`src/rtl/uart_tx_pkg.sv`:
```
// Shared constants and types for the memory-mapped console transmitter.
package uart_tx_pkg;

  // Register offsets within the two-word window
  localparam logic [31:0] OFS_STATUS = 32'd0;
  localparam logic [31:0] OFS_DATA   = 32'd4;

  // Status word bit positions
  localparam int ST_FULL    = 0;
  localparam int ST_BUSY    = 1;
  localparam int ST_OVF     = 2;
  localparam int ST_CNT_LSB = 8;

  // Serial transmitter states
  typedef enum logic [1:0] {
    IDLE  = 2'd0,
    START = 2'd1,
    DATA  = 2'd2,
    STOP  = 2'd3
  } tx_state_t;

endpackage

```
`src/rtl/uart_tx_periph_fifo.sv`:
```
// Synchronous FIFO with occupancy count; push into a full FIFO and pop from
// an empty FIFO are ignored. The read port is combinational from the head.
module sync_fifo #(
  parameter int WIDTH = 8,
  parameter int DEPTH = 16
) (
  input  logic                     clk,
  input  logic                     rst,
  input  logic                     push,
  input  logic [WIDTH-1:0]         din,
  input  logic                     pop,
  output logic [WIDTH-1:0]         dout,
  output logic [$clog2(DEPTH):0]   count,
  output logic                     full,
  output logic                     empty
);

  localparam int PTR_W = $clog2(DEPTH);
  localparam int CNT_W = PTR_W + 1;

  logic [WIDTH-1:0] mem [DEPTH];
  logic [PTR_W-1:0] wr_ptr;
  logic [PTR_W-1:0] rd_ptr;
  logic             push_ok;
  logic             pop_ok;

  assign full    = (count == CNT_W'(DEPTH));
  assign empty   = (count == '0);
  assign push_ok = push && !full;
  assign pop_ok  = pop && !empty;
  assign dout    = mem[rd_ptr];

  // Pointers and occupancy; pointers wrap naturally since DEPTH is a power of 2
  always_ff @(posedge clk) begin
    if (rst) begin
      wr_ptr <= '0;
      rd_ptr <= '0;
      count  <= '0;
    end else begin
      if (push_ok) wr_ptr <= wr_ptr + 1'b1;
      if (pop_ok)  rd_ptr <= rd_ptr + 1'b1;
      unique case ({push_ok, pop_ok})
        2'b10:   count <= count + 1'b1;
        2'b01:   count <= count - 1'b1;
        default: count <= count;
      endcase
    end
  end

  // Storage array, data only, never reset
  always_ff @(posedge clk) begin
    if (push_ok) mem[wr_ptr] <= din;
  end

endmodule

```
`src/rtl/uart_tx_periph.sv`:
```
// Console transmitter on the data-RAM bus: status word at BASE, TX data at
// BASE+4. Written bytes are queued and sent 8N1, LSB first, on uart_txd.
module uart_tx_periph #(
  parameter logic [31:0] BASE_ADDR  = 32'hE000_0000,
  parameter int          CLK_DIV    = 868,
  parameter int          FIFO_DEPTH = 16
) (
  input  logic        clk,
  input  logic        rst,
  input  logic        ram_cen,
  input  logic        ram_wen,
  input  logic [3:0]  ram_flag,
  input  logic [31:0] ram_addr,
  input  logic [31:0] ram_wdata,
  output logic [31:0] ram_rdata,
  output logic        uart_txd,
  output logic        tx_done_irq
);

  import uart_tx_pkg::*;

  localparam int                CNT_W     = $clog2(FIFO_DEPTH) + 1;
  localparam int                BAUD_W    = $clog2(CLK_DIV);
  localparam logic [BAUD_W-1:0] BAUD_LOAD = BAUD_W'(CLK_DIV - 1);

  logic             hit0;
  logic             hit4;
  logic             push_req;
  logic             ovf_set;
  logic             ovf_clr;
  logic             ovf_q;
  logic [31:0]      status;

  logic             fifo_pop;
  logic [7:0]       fifo_dout;
  logic [CNT_W-1:0] fifo_count;
  logic             fifo_full;
  logic             fifo_empty;

  tx_state_t        state_q, state_d;
  logic [BAUD_W-1:0] baud_q, baud_d;
  logic [2:0]       bit_idx_q, bit_idx_d;
  logic [7:0]       shreg_q, shreg_d;
  logic             txd_q, txd_d;
  logic             irq_q, irq_d;

  // Bits of the bus word that no register uses
  logic             unused_bus;
  assign unused_bus = ^{ram_wdata[31:8], ram_flag[3:1]};

  assign hit0     = (ram_addr == BASE_ADDR + OFS_STATUS);
  assign hit4     = (ram_addr == BASE_ADDR + OFS_DATA);
  assign push_req = ram_cen && ram_wen && hit4 && ram_flag[0];
  // A same-cycle pop never makes room for a push into a full FIFO
  assign ovf_set  = push_req && fifo_full;
  assign ovf_clr  = ram_cen && ram_wen && hit0 && ram_flag[0] && ram_wdata[2];

  sync_fifo #(
    .WIDTH (8),
    .DEPTH (FIFO_DEPTH)
  ) u_fifo (
    .clk   (clk),
    .rst   (rst),
    .push  (push_req),
    .din   (ram_wdata[7:0]),
    .pop   (fifo_pop),
    .dout  (fifo_dout),
    .count (fifo_count),
    .full  (fifo_full),
    .empty (fifo_empty)
  );

  // Status word assembled from the state before the current edge
  always_comb begin
    status                    = '0;
    status[ST_FULL]           = fifo_full;
    status[ST_BUSY]           = (state_q != IDLE) || !fifo_empty;
    status[ST_OVF]            = ovf_q;
    status[ST_CNT_LSB +: 8]   = 8'(fifo_count);
  end

  // Sticky overflow flag; a simultaneous overflow beats the clear
  always_ff @(posedge clk) begin
    if (rst)          ovf_q <= 1'b0;
    else if (ovf_set) ovf_q <= 1'b1;
    else if (ovf_clr) ovf_q <= 1'b0;
  end

  // Registered read data; only hit reads update it
  always_ff @(posedge clk) begin
    if (rst) begin
      ram_rdata <= '0;
    end else if (ram_cen && !ram_wen) begin
      if (hit0)      ram_rdata <= status;
      else if (hit4) ram_rdata <= '0;
    end
  end

  // Transmitter next-state, bit timing and output bit selection
  always_comb begin
    state_d   = state_q;
    baud_d    = baud_q;
    bit_idx_d = bit_idx_q;
    shreg_d   = shreg_q;
    fifo_pop  = 1'b0;
    irq_d     = 1'b0;
    unique case (state_q)
      IDLE: begin
        if (!fifo_empty) begin
          fifo_pop = 1'b1;
          shreg_d  = fifo_dout;
          baud_d   = BAUD_LOAD;
          state_d  = START;
        end
      end
      START: begin
        if (baud_q == '0) begin
          baud_d    = BAUD_LOAD;
          bit_idx_d = '0;
          state_d   = DATA;
        end else begin
          baud_d = baud_q - 1'b1;
        end
      end
      DATA: begin
        if (baud_q == '0) begin
          baud_d = BAUD_LOAD;
          if (bit_idx_q == 3'd7) begin
            state_d = STOP;
          end else begin
            shreg_d   = {1'b0, shreg_q[7:1]};
            bit_idx_d = bit_idx_q + 1'b1;
          end
        end else begin
          baud_d = baud_q - 1'b1;
        end
      end
      STOP: begin
        if (baud_q == '0) begin
          if (!fifo_empty) begin
            // Chain straight into the next frame with no idle gap
            fifo_pop = 1'b1;
            shreg_d  = fifo_dout;
            baud_d   = BAUD_LOAD;
            state_d  = START;
          end else begin
            irq_d   = 1'b1;
            state_d = IDLE;
          end
        end else begin
          baud_d = baud_q - 1'b1;
        end
      end
      default: state_d = IDLE;
    endcase
    // The line level follows the state being entered so uart_txd is a flop
    txd_d = (state_d == DATA) ? shreg_d[0] : (state_d != START);
  end

  // Transmitter control registers
  always_ff @(posedge clk) begin
    if (rst) begin
      state_q   <= IDLE;
      baud_q    <= '0;
      bit_idx_q <= '0;
      txd_q     <= 1'b1;
      irq_q     <= 1'b0;
    end else begin
      state_q   <= state_d;
      baud_q    <= baud_d;
      bit_idx_q <= bit_idx_d;
      txd_q     <= txd_d;
      irq_q     <= irq_d;
    end
  end

  // Shift register holds frame data only and needs no reset
  always_ff @(posedge clk) begin
    shreg_q <= shreg_d;
  end

  assign uart_txd    = txd_q;
  assign tx_done_irq = irq_q;

endmodule
```
`config.mk`:
```
export PLATFORM = sky130hd
export DESIGN_NAME = uart_tx_periph
export DESIGN_NICKNAME = d
export VERILOG_FILES = /design/src/rtl/uart_tx_pkg.sv /design/src/rtl/uart_tx_periph_fifo.sv /design/src/rtl/uart_tx_periph.sv
export SDC_FILE = /design/constraint.sdc
export NUM_CORES = 1
export LEC_CHECK = 0
export BUFFER_PORTS_ARGS = -buffer_cell sky130_fd_sc_hd__buf_4
export CAP_MARGIN = 20
export CORE_MARGIN = 10
export CORE_UTILIZATION = 64
export CTS_BUF_LIST = sky130_fd_sc_hd__clkbuf_8
export DETAILED_ROUTE_END_ITERATION = 7
export MAX_ROUTING_LAYER = met4
export PLACE_DENSITY = 0.83
export SLEW_MARGIN = 20
export SYNTH_ARGS = -nofsm -noshare
export SYNTH_HDL_FRONTEND = slang
export SYNTH_SLANG_ARGS = --single-unit
```
`constraint.sdc`:
```
create_clock -name clk -period 6.1 [get_ports clk]
set_input_delay 0.61 -clock clk [delete_from_list [all_inputs] [get_ports clk]]
set_output_delay 0.61 -clock clk [all_outputs]
set_load 0.1 [all_outputs]
```
-- Word level (Yosys, flattened, before mapping)
Memory sizes are Yosys's and may differ from the RTL's. A register that Yosys moved wholly into a read port is not among the register bits.
Index checks and enable logic that the tools add are counted.
- memories: 1
- bits in writable memories: 128
- output and inout port bits: 34
- flip-flop bits (word level): 71
- memories (memory ; depth ; bits a word ; rd ports ; clocked after Yosys merged registers in ; write ports ; line ; RTL):
    u_fifo.mem ; 16 ; 8 ; 1 ; 1 ; 1 ; uart_tx_periph_fifo.sv:21 ; logic [WIDTH-1:0] mem [DEPTH];
- equality and inequality tests: 15
- multiplexer cells: 34
- $add $sub $neg: 6
- bitwise gates (word level): 2
- reductions and logical operators: 28
- operators by type and width (kind ; count):
    $eq 32x32->1 const B ; 2
    $mux 32 ; 2
    $mux 8 ; 4
    $mux 10 ; 3
    $pmux 10 s3 ; 1
    $pmux 8 s3 ; 1
    $logic_and 1x1->1 ; 10
    $logic_not 10->1 ; 1
    $mux 2 ; 5
    $pmux 5 s2 ; 1
    $reduce_bool 2->1 ; 5
    $sub 10x1->10 const B ; 1
    $mux 1 ; 9
    $mux 3 ; 3
    $add 4x1->4 const B ; 2
    $eq 2x2->1 const B ; 4
    $mux 4 ; 2
    $ne 2x2->1 const B ; 4
    $pmux 2 s4 ; 1
    $reduce_and 4->1 ; 2
    $pmux 3 s2 ; 1
    $add 5x1->5 const B ; 1
    $eq 5x5->1 const B ; 1
    $logic_not 5->1 ; 1
    14 further kinds ; 18

-- Logic depth before layout (Yosys ltp)
Gate-level depths: netlist of the first run.
- depth after elaboration: 7
- gate-level depth with buffers: 16
- mapped depth without buffers: 13

-- Modules after synthesis
From an unflattened synthesis of the first run, not the netlist that was laid out.
- cell total of the unflattened synthesis: 559
- area, all modules: 8175.3 µm²
- modules (own cells, without submodules) (module ; seq. area each (µm²) ; instances ; area each (µm²) ; cells each):
    sync_fifo ; 4184.0 ; 1 ; 5974.5 ; 305
    uart_tx_periph ; 750.7 ; 1 ; 2200.9 ; 254

-- Worst setup path after synthesis of the first run
Ideal clock, no wire load.
- kind: input -> register
- start point: in ram_addr[25]
- end point: reg u_fifo.count[4]
- required time: 5.979 ns
- arrival time: 3.504 ns
- setup time: 0.121 ns
- slack: 2.476 ns
- path buffers: 2
- stages on the path: 15
- path through: nor4b_1 > nand4_1 > nor4b_2 > inv_1 > buf_2 > ha_1 > clkbuf_1 > xor2_1 > ha_1 > a21oi_1 > nor2b_1 > o21ai_0 > a21o_1 > a31oi_1 > mux2_2
- longest elaborated chain between the ends: 6
- elaborated cells on any way between the ends: 8
- classes of those cells: 3 x eq/ne; 1 x mux; 4 x reduce/logical
- ends and longest elaborated chain (what ; line ; RTL):
    from (decl) ; uart_tx_periph.sv:13 ; input logic [31:0] ram_addr,
    $eq 32x32->1 (*) ; uart_tx_periph.sv:52 ; assign hit4 = (ram_addr == BASE_ADDR + OFS_DATA);
    $logic_and 1x1->1 (*) (2 in a row) ; uart_tx_periph.sv:53 ; assign push_req = ram_cen && ram_wen && hit4 && ram_flag[0];
    $logic_and 1x1->1 (*) ; uart_tx_periph_fifo.sv:29 ; assign push_ok = push && !full;
    $eq 2x1->1 or $eq 2x2->1 (tied branches) ; uart_tx_periph_fifo.sv:42 ; unique case ({push_ok, pop_ok})
    $pmux 5 s2 or $reduce_bool 2->1 (tied branches) ; -- ;
    to (signal assigned) ; uart_tx_periph_fifo.sv:43 ; 2'b10: count <= count + 1'b1;
    to (signal assigned) ; uart_tx_periph_fifo.sv:44 ; 2'b01: count <= count - 1'b1;
    to (signal assigned) ; uart_tx_periph_fifo.sv:45 ; default: count <= count;
    to (decl) ; uart_tx_periph_fifo.sv:13 ; output logic [$clog2(DEPTH):0] count,
Mark *: on every way between the ends. The rest lies on a longest branch, timed or not.
A chain may end at the register's enable or synchronous reset.

-- Worst setup path in the final report of the first run
- start point: in ram_addr[17]
- end point: reg u_fifo.count[4]
Same word-level chain as after synthesis.

==> impl_metrics.env, run 1 <==
export IMPL_cts_made_buffers=17
export IMPL_holdCritStartpoint="ram_wdata[6]"
export IMPL_p_switching_mw=0.892
export IMPL_rows=40
export IMPL_min_period_ps=3940
export IMPL_ys_types=57
export IMPL_grt_setup_unrepaired="no"
export IMPL_cts_setup_buffers=0
export IMPL_pwr_density_cell_mw_per_mm2=318
export IMPL_setup_viol=0
export IMPL_path_class="input port to register"
export IMPL_worstPathArrival_ps=4300
export IMPL_gp_congestion=0.834
export IMPL_cts_resized=0
export IMPL_combPwrFrac_pct=21.8
export IMPL_fin_util_pct=72.9
export IMPL_total_power_mw=2.80
export IMPL_syn_area_mm2=0.00794
export IMPL_hold_path_class="input port to register"
export IMPL_nets=689
export IMPL_track_usage_pct=19.2
export IMPL_setup_tns_ps=0
export IMPL_endpoint_kind="register"
export IMPL_worstSkewPairLatency_ps=470
export IMPL_finalHoldViolations=0
export IMPL_ys_ff_latch=179
export IMPL_io_buffers=54
export IMPL_hold_depth=1
export IMPL_drv_cap=0
export IMPL_hpwl_um=10900
export IMPL_yosysWarnings=0
export IMPL_fmax_mhz=254
export IMPL_cts_sinks=179
export IMPL_slew_violations=0
export IMPL_cts_tree="done"
export IMPL_dieHeight_um=131
export IMPL_placedCellCount=749
export IMPL_final_period_utilization_pct=64.5
export IMPL_firstDrtPassIters=5
export IMPL_cts_root_buf="clkbuf_8"
export IMPL_viasPerCell=6.11
export IMPL_maxSlewHeadroom_pct=30.1
export IMPL_grt_overflow=0
export IMPL_peakVddDrop_v=0.000261
export IMPL_worst_setup_path_start_kind="input port"
export IMPL_grt_start_max_net_pins=42
export IMPL_power_internal_mw=1.90
export IMPL_yosysSeqAreaShare_pct=62.2
export IMPL_grt_pass1_wl_um=25800
export IMPL_r2r_start="u_fifo.count[1]"
export IMPL_ios=106
export IMPL_die_x_um=131
export IMPL_drive_above_1_share_pct=20.4
export IMPL_synth_edf_count=135
export IMPL_clockBufferDepth=2
export IMPL_finalNonFillerCells=781
export IMPL_drtIter0Drc=369
export IMPL_routed_wl_um=15700
export IMPL_worstMarginPinSlew_ps=1050
export IMPL_initial_core_util_pct=65.8
export IMPL_cts_hold_buf=0
export IMPL_grt_pass1_vias=4890
export IMPL_avgSynthCellArea_um2=14.7
export IMPL_wl_per_cell_um=20.1
export IMPL_hold_slack_ps=439
export IMPL_cp_max_fo=14
export IMPL_pwr_share_seq_pct=50.4
export IMPL_leakage_nw=3.04
export IMPL_switching_share_pct=31.9
export IMPL_remaining_drc_errors=0
export IMPL_clk_pin_slew_worst_paths_ps=100
export IMPL_status="completed"
export IMPL_min_to="u_fifo.mem[8][6]"
export IMPL_core_mm2=0.0121
export IMPL_ys_flop_type="edfxtp_1"
export IMPL_r2r_end="u_fifo.count[4]"
export IMPL_crit_required_ps=6460
export IMPL_ant_nets=0
export IMPL_htree_num_levels=4
export IMPL_synth_cells=541
export IMPL_area_growth_pct=10.8
export IMPL_regToRegSetupSlack_ps=2180
export IMPL_rr_worst_depth=13
export IMPL_fin_skew_ps=14.5
export IMPL_dieArea_mm2=0.0173
export IMPL_antenna_found_initial=0
export IMPL_async_flop_share_pct=0
export IMPL_route_vias_total=4772
export IMPL_p_clk_share_pct=27.8
export IMPL_n_antenna_cell=0
==> synthesized netlist by cell type (all sizes together) (2+ instances only) <==
| library cell | n | area, µm² |
|---|---|---|
| nor2 | 45 | 169 |
| nand3b | 7 | 52.6 |
| nor2b | 4 | 25.0 |
| o21ai | 16 | 80.1 |
| nor3b | 4 | 30.0 |
| mux2i | 10 | 100 |
| dfxtp | 44 | 881 |
| nand2 | 17 | 63.8 |
| inv | 16 | 60.1 |
| nand2b | 10 | 62.6 |
| a22oi | 2 | 15.0 |
| a221o | 6 | 60.1 |
| nor4 | 22 | 159 |
| a31oi | 3 | 18.8 |
| ha | 17 | 213 |
| or3 | 2 | 12.5 |
| nor3 | 13 | 70.1 |
| a21boi | 2 | 15.0 |
| nor4b | 4 | 41.3 |
| clkbuf | 15 | 56.3 |
| nand4 | 5 | 31.3 |
| buf | 34 | 267 |
| xnor2 | 5 | 43.8 |
| a41o | 2 | 20.0 |
| a21oi | 25 | 125 |
| xor2 | 7 | 61.3 |
| o22ai | 2 | 12.5 |
| mux4 | 38 | 923 |
| edfxtp | 135 | 4050 |
| a211oi | 3 | 22.5 |
| and3 | 7 | 43.8 |
| nand3 | 3 | 15.0 |
==> sequential cells by signal (all words and copies together), names as in the netlist, named ones only <==
name,flops
u_fifo.mem,128
baud_q,10
ram_rdata,8
shreg_q,8
u_fifo.count,5
u_fifo.rd_ptr,4
u_fifo.wr_ptr,4
bit_idx_q,3
state_q,2
ovf_q,1
tx_done_irq,1
uart_txd,1
==> final cells by class <==
class | instances | area (µm²)
clock buffer | 17 | 234
clock inverter | 15 | 148
fill | 723 | 3270
inverter | 16 | 60.1
multi-input combinational | 320 | 2710
sequential | 179 | 4940
tap | 168 | 210
timing repair buffer | 66 | 495
==> power by group through the flow <==
stage / Clock [mW] / Combinational, mW / Sequential (mW)
after detailed placement: 0 / 0.597 / 1.43
after floorplan: 0 / 0.480 / 1.43
final: 0.778 / 0.609 / 1.41
after global routing: 0.848 / 0.668 / 1.42
after global placement: 0 / 0.570 / 1.43
after CTS: 0.791 / 0.599 / 1.41
==> routing by layer <==
layer  part of all wire [%]  wire length, µm  up-vias  global-route usage (%)
met3                    7.7             1200       25                    5.11
met4                    1.9              304        0                    6.98
met1                     39             6040     2361                    22.3
met5                      0                0        -                       -
met2                     52             8120      204                    31.7
li1                       -                -     2182                       -
==> critical path, stage by stage <==
cell	delay, ps
buf_4	110
nor4_1	310
nand4_1	300
nor4b_2	770
inv_1	390
ha_1	410
xor2_1	190
ha_1	200
a21oi_1	250
nor2b_1	90
o21ai_0	190
a21o_1	140
a31oi_1	70
mux2_2	280
==> worst max path at each step <==
stage	start	end	slack, ps
finish	ram_addr[17]	u_fifo.count[4]	2160
global route	ram_addr[17]	u_fifo.count[4]	1840
CTS	ram_addr[17]	u_fifo.count[4]	2200
detailed placement	ram_addr[17]	u_fifo.count[4]	1710
global placement	ram_addr[25]	u_fifo.count[4]	1950
floorplan	ram_addr[25]	u_fifo.count[4]	2480
==> cells by family after synthesis <==
group	count (synthesis)	share of synthesized area [%]
flops	179	62.2
simple gates	146	10.1
compound gates	72	5.86
buf+inv	65	4.82
mux	49	13.0
fa+ha+maj	17	2.68
xor+xnor	12	1.32
other cells	1	0.0472
==> cell usage in the layout (no fill, tap or decap), drive strengths merged, types with 10 or more instances in the layout <==
cell type    n
edfxtp     135
a21oi       25
nor3        13
buf         66
nand2b      10
nor4        22
conb        24
ha          17
nand2       17
nor2        45
dfxtp       44
mux2i       10
inv         24
mux4        38
clkbuf      17
o21ai       16
==> per-stage QoR <==
stage               setup slack [ps]  instance area, µm²
finish                          2160                8800
global placement                1950                8410
floorplan                       2480                8020
detailed placement              1710                8410
CTS                             2200                8800
global route                    1840                8800
(Power assumes the default switching activity.)
==> inputs of run 2 (changes only) <==
--- a/config.mk
+++ b/config.mk
@@ -8,11 +8,11 @@
 export BUFFER_PORTS_ARGS = -buffer_cell sky130_fd_sc_hd__buf_4
 export CAP_MARGIN = 20
 export CORE_MARGIN = 10
-export CORE_UTILIZATION = 64
+export CORE_UTILIZATION = 54
 export CTS_BUF_LIST = sky130_fd_sc_hd__clkbuf_8
 export DETAILED_ROUTE_END_ITERATION = 7
 export MAX_ROUTING_LAYER = met4
-export PLACE_DENSITY = 0.83
+export PLACE_DENSITY = 0.74
 export SLEW_MARGIN = 20
 export SYNTH_ARGS = -nofsm -noshare
 export SYNTH_HDL_FRONTEND = slang
==> constraint.sdc (replaced) <==
create_clock -name clk -period 3.4 [get_ports clk]
set_input_delay 0.34 -clock clk [delete_from_list [all_inputs] [get_ports clk]]
set_output_delay 0.34 -clock clk [all_outputs]
set_load 0.1 [all_outputs]
==> impl_metrics.env, run 2 (synthesized netlist as in run 1, its figures left out) <==
export IMPL_status="completed"
export IMPL_worstMarginPinSlew_ps=623
export IMPL_clockBufferDepth=2
export IMPL_slew_violations=0
export IMPL_cts_made_buffers=17
export IMPL_worst_setup_path_start_kind="register"
export IMPL_total_power_mw=5.04
export IMPL_finalHoldViolations=0
export IMPL_cts_root_buf="clkbuf_8"
export IMPL_fmax_mhz=329
export IMPL_biggestRegsByFlops="u_fifo.mem (128), baud_q (10)"
export IMPL_track_usage_pct=16.4
export IMPL_met3_usage_pct=4.10
export IMPL_critPathLaunch="baud_q[3]"
export IMPL_fin_skew_ps=14.2
export IMPL_peakVddDrop_v=0.000310
export IMPL_final_common_cell="edfxtp_1"
export IMPL_endpoint_kind="register"
export IMPL_rr_worst_depth=12
export IMPL_initial_core_util_pct=54.8
export IMPL_endpoint="u_fifo.count[4]"
export IMPL_drv_cap=0
export IMPL_crit_required_ps=3750
export IMPL_maxSlewHeadroom_pct=57.4
export IMPL_leakage_nw=3.13
export IMPL_antenna_found_initial=0
export IMPL_worstSkewPairLatency_ps=470
export IMPL_mostFrequentLayoutCells="edfxtp_1 (135), buf_4 (80), nor2_1 (45)"
export IMPL_rows=44
export IMPL_n_antenna_cell=0
export IMPL_gp_congestion=0.849
export IMPL_hpwl_um=10900
export IMPL_remaining_drc_errors=0
export IMPL_fillers=1028
export IMPL_drtIter0Drc=350
export IMPL_cp_max_fo=6
export IMPL_cts_setup_buffers=0
export IMPL_setup_tns_ps=0
export IMPL_cts_hold_buf=0
export IMPL_grt_util_met1_pct=20.2
export IMPL_area_growth_pct=12.8
export IMPL_viasPerCell=5.79
export IMPL_worstPathArrival_ps=3390
export IMPL_ios=106
export IMPL_grt_setup_unrepaired="no"
export IMPL_htree_num_levels=4
export IMPL_final_period_utilization_pct=89.3
export IMPL_nets=705
export IMPL_regMostFlops="u_fifo.mem"
export IMPL_cts_tree="done"
export IMPL_ant_nets=0
export IMPL_busiest_layer="met2"
export IMPL_core_mm2=0.0145
export IMPL_io_buffers=54
export IMPL_grt_overflow=0
export IMPL_setup_viol=0
export IMPL_routed_wl_um=15800
export IMPL_min_period_ps=3040
export IMPL_r2r_start="baud_q[3]"
export IMPL_cts_resized=0
export IMPL_grt_pass1_vias=4718
export IMPL_drive_above_1_share_pct=21.9
export IMPL_firstDrtPassIters=4
export IMPL_hold_path_class="input port to register"
export IMPL_dieArea_mm2=0.0199
export IMPL_path_class="register to register"
export IMPL_grt_start_max_net_pins=42
export IMPL_grt_pass1_wl_um=25000
export IMPL_r2r_end="u_fifo.count[4]"
export IMPL_multi_input_area_mm2=0.00271
export IMPL_pwr_density_cell_mw_per_mm2=563
export IMPL_clk_pin_slew_worst_paths_ps=100
export IMPL_wl_per_cell_um=19.4
export IMPL_die_x_um=141
export IMPL_use_met2_pct=26.1
export IMPL_route_vias_total=4711
export IMPL_largest_register_ffs=128
export IMPL_dieHeight_um=141
export IMPL_cts_sinks=179
export IMPL_regArea_mm2=0.00494
export IMPL_regToRegSetupSlack_ps=360
run 2: changes by cell type in the layout (fill, tap and decap cells not counted):
cell        delta
dfxtp_2        -1
clkinv_4       -1
buf_4         +14
dfxtp_1        +1
inv_1          +1
clkinv_8       +1
clkinv_2       -1
clkinvlp_4     +1
nor3_1         +1
inv_8          -2
buf_12         +2
nor3_2         -1
inv_6          +1
run 2: cell type report:
cell class / instances / area share, %
flip-flops and latches: 179 / 55.1
multi-input cells: 320 / 30.2
repair buffers: 82 / 7.15
clock buffers: 17 / 2.61
well taps: 184 / 2.57
clock inverters: 15 / 1.65
inverters: 16 / 0.671
run 2: how the worst min path moves through the flow:
stage,startpoint,endpoint,slack [ps],depth (start not counted)
floorplan,rst,state_q[1],420,1
global placement,ram_rdata[9],ram_rdata[9],460,2
detailed placement,ram_rdata[11],ram_rdata[11],470,2
CTS,ram_wdata[5],u_fifo.mem[7][5],150,1
global route,ram_wdata[1],u_fifo.mem[6][1],160,1
finish,ram_wdata[5],u_fifo.mem[6][5],170,1
run 2: metal layers:
layer / routed length [µm] / vias up
met4: 230 / 0
met3: 882 / 17
li1: - / 2214
met1: 6550 / 2354
met2: 8130 / 126
met5: 0 / -
run 2: metrics by stage:
step	area, µm²	hold WS (ps)	worst slack, ps	utilization [%]	instances
2_1_floorplan	8020	424	45.7	-	564
3_3_place_gp	8570	461	239	59.2	781
3_5_place_dp	8570	470	201	59.2	781
4_1_cts	8950	152	370	61.8	813
5_1_grt	8950	161	175	61.8	813
6_report	8950	175	364	61.8	813
run 2: report_power, final:
part | switching [mW] | total (mW) | internal [mW]
combinational | 0.730 | 1.12 | 0.390
sequential | 0.0759 | 2.52 | 2.44
clock | 0.803 | 1.40 | 0.599
total | 1.61 | 5.04 | 3.43
run 2: critical path: stages, from the launching register on:
cell,delay (ps)
dfxtp_1,390
nor4_4,410
a41oi_1,240
nor3_2,350
ha_1,240
xor2_1,150
ha_1,160
a21oi_1,60
nor2b_1,120
o21ai_0,80
a21o_1,170
a31oi_1,200
mux2_2,370
==> inputs of run 3 (changes only) <==
==> constraint.sdc (replaced) <==
create_clock -name clk -period 3.4 [get_ports clk]
set_input_delay 0.85 -clock clk [delete_from_list [all_inputs] [get_ports clk]]
set_output_delay 0.85 -clock clk [all_outputs]
set_load 0.1 [all_outputs]
==> impl_metrics.env, run 3 (synthesized netlist as in run 1, its figures left out) <==
export IMPL_cts_root_buf="clkbuf_8"
export IMPL_status="completed"
export IMPL_cts_hold_buf=0
export IMPL_route_vias_total=4812
export IMPL_finalNonFillerCells=813
export IMPL_grt_pass1_vias=4755
export IMPL_worst_setup_path_start_kind="input port"
export IMPL_r2r_start="u_fifo.count[1]"
export IMPL_hold_slack_ps=480
export IMPL_clockBufferDepth=2
export IMPL_remaining_drc_errors=0
export IMPL_ant_nets=0
export IMPL_pwr_density_cell_mw_per_mm2=574
export IMPL_worstMarginPinSlew_ps=645
export IMPL_cts_tree="done"
export IMPL_regMostFlops="u_fifo.mem"
export IMPL_rows=44
export IMPL_grt_pass1_wl_um=25200
export IMPL_cts_made_buffers=17
export IMPL_io_buffers=54
export IMPL_biggestRegsByFlops="u_fifo.mem (128), baud_q (10)"
export IMPL_area_growth_pct=13.7
export IMPL_setup_viol=0
export IMPL_endpoint_kind="register"
export IMPL_drtIter0Drc=379
export IMPL_placedCellCount=782
export IMPL_holdCritStartpoint="ram_rdata[10]"
export IMPL_maxSlewHeadroom_pct=57.0
export IMPL_critPathLaunch="ram_addr[10]"
export IMPL_drive_above_1_share_pct=23.5
export IMPL_stdcell_area_mm2=0.00902
export IMPL_place_area_mm2=0.00860
export IMPL_slew_violations=0
export IMPL_grt_start_max_net_pins=42
export IMPL_fillers=1050
export IMPL_hold_depth=2
export IMPL_track_usage_pct=16.7
export IMPL_nets=706
export IMPL_firstDrtPassIters=5
export IMPL_cp_max_fo=3
export IMPL_final_period_utilization_pct=88.4
export IMPL_gp_congestion=0.837
export IMPL_cts_sinks=179
export IMPL_ios=106
export IMPL_leakage_nw=3.16
export IMPL_largest_register_ffs=128
export IMPL_antenna_found_initial=0
export IMPL_die_x_um=141
export IMPL_dieHeight_um=141
export IMPL_htree_num_levels=4
export IMPL_finalHoldViolations=0
export IMPL_fin_skew_ps=16.6
export IMPL_initial_core_util_pct=54.8
export IMPL_wl_per_cell_um=19.9
export IMPL_peakVddDrop_v=0.000549
export IMPL_crit_required_ps=3750
export IMPL_mostFrequentLayoutCells="edfxtp_1 (135), buf_4 (83), nor2_1 (45)"
export IMPL_dieArea_mm2=0.0199
export IMPL_grt_setup_unrepaired="no"
export IMPL_viasPerCell=5.92
export IMPL_path_class="input port to register"
export IMPL_worstSkewPairLatency_ps=470
export IMPL_min_period_ps=3010
export IMPL_worstPathArrival_ps=3350
export IMPL_hpwl_um=11100
export IMPL_setup_tns_ps=0
export IMPL_final_common_cell="edfxtp_1"
export IMPL_rr_worst_depth=12
export IMPL_hold_path_class="register to register"
export IMPL_fmax_mhz=333
export IMPL_core_mm2=0.0145
export IMPL_drv_cap=0
export IMPL_n_antenna_cell=0
export IMPL_grt_overflow=0
export IMPL_clk_pin_slew_worst_paths_ps=80
export IMPL_routed_wl_um=16200
-- run 3: changes by cell type in the layout (fill, tap and decap cells not counted), moves of 2 or more --
cell	before	now
inv_1	17	15
buf_4	80	83
bufinv_16	1	3
nor4_2	1	5
buf_12	2	0
inv_8	2	4
nor4_1	20	16
-- run 3: final timing paths --
kind / to / slack (ps)
setup / recovery: u_fifo.count[4] / 390
hold / removal: ram_rdata[10] / 480
setup reg to reg: u_fifo.count[4] / 450
hold reg to reg: ram_rdata[10] / 480
-- run 3: layout make-up --
cell class	count	area [µm²]	area share, %
tap	184	230	2.55
inverter	16	60.1	0.665
clock buffer	17	234	2.59
sequential	179	4940	54.7
clock inverter	14	189	2.09
timing repair buffer	83	623	6.90
multi-input combinational	320	2750	30.5
-- run 3: power by group --
group,total (mW),switching (mW),leakage [nW],internal (mW)
Sequential,2.52,0.0776,1.59,2.44
Combinational,1.11,0.727,1.36,0.388
Clock,1.54,0.797,0.209,0.748
-- run 3: worst max-delay path, cell delays in order --
cell	delay, ps
buf_4	110
nor4_2	270
nand4_1	230
nor4b_4	330
inv_2	60
ha_1	200
xor2_1	150
ha_2	190
a21oi_2	40
nor2b_1	110
o21ai_0	80
a21o_1	180
a31oi_1	180
mux2_2	360
-- run 3: repair_timing --
action,4_1_cts,5_1_grt
buffers inserted,0,0
gates resized for setup,0,1
endpoints found under the setup margin,0,1
-- run 3: layer usage --
metal / vias up / share of wire [%] / global-route usage (%) / wire length (µm)
met2: 171 / 52 / 26.9 / 8350
met5: - / 0 / - / 0
met3: 20 / 6.0 / 4.90 / 970
met1: 2401 / 41 / 19.8 / 6660
li1: 2220 / - / - / -
met4: 0 / 1.2 / 5.43 / 188
-- run 3: through the flow --
step	setup slack (ps)	util (%)	total power [mW]
floorplan	-190	-	3.43
global placement	1.94	59.4	3.62
detailed placement	-38.1	59.4	3.66
CTS	271	62.3	5.19
global route	126	62.3	5.41
finish	394	62.3	5.18
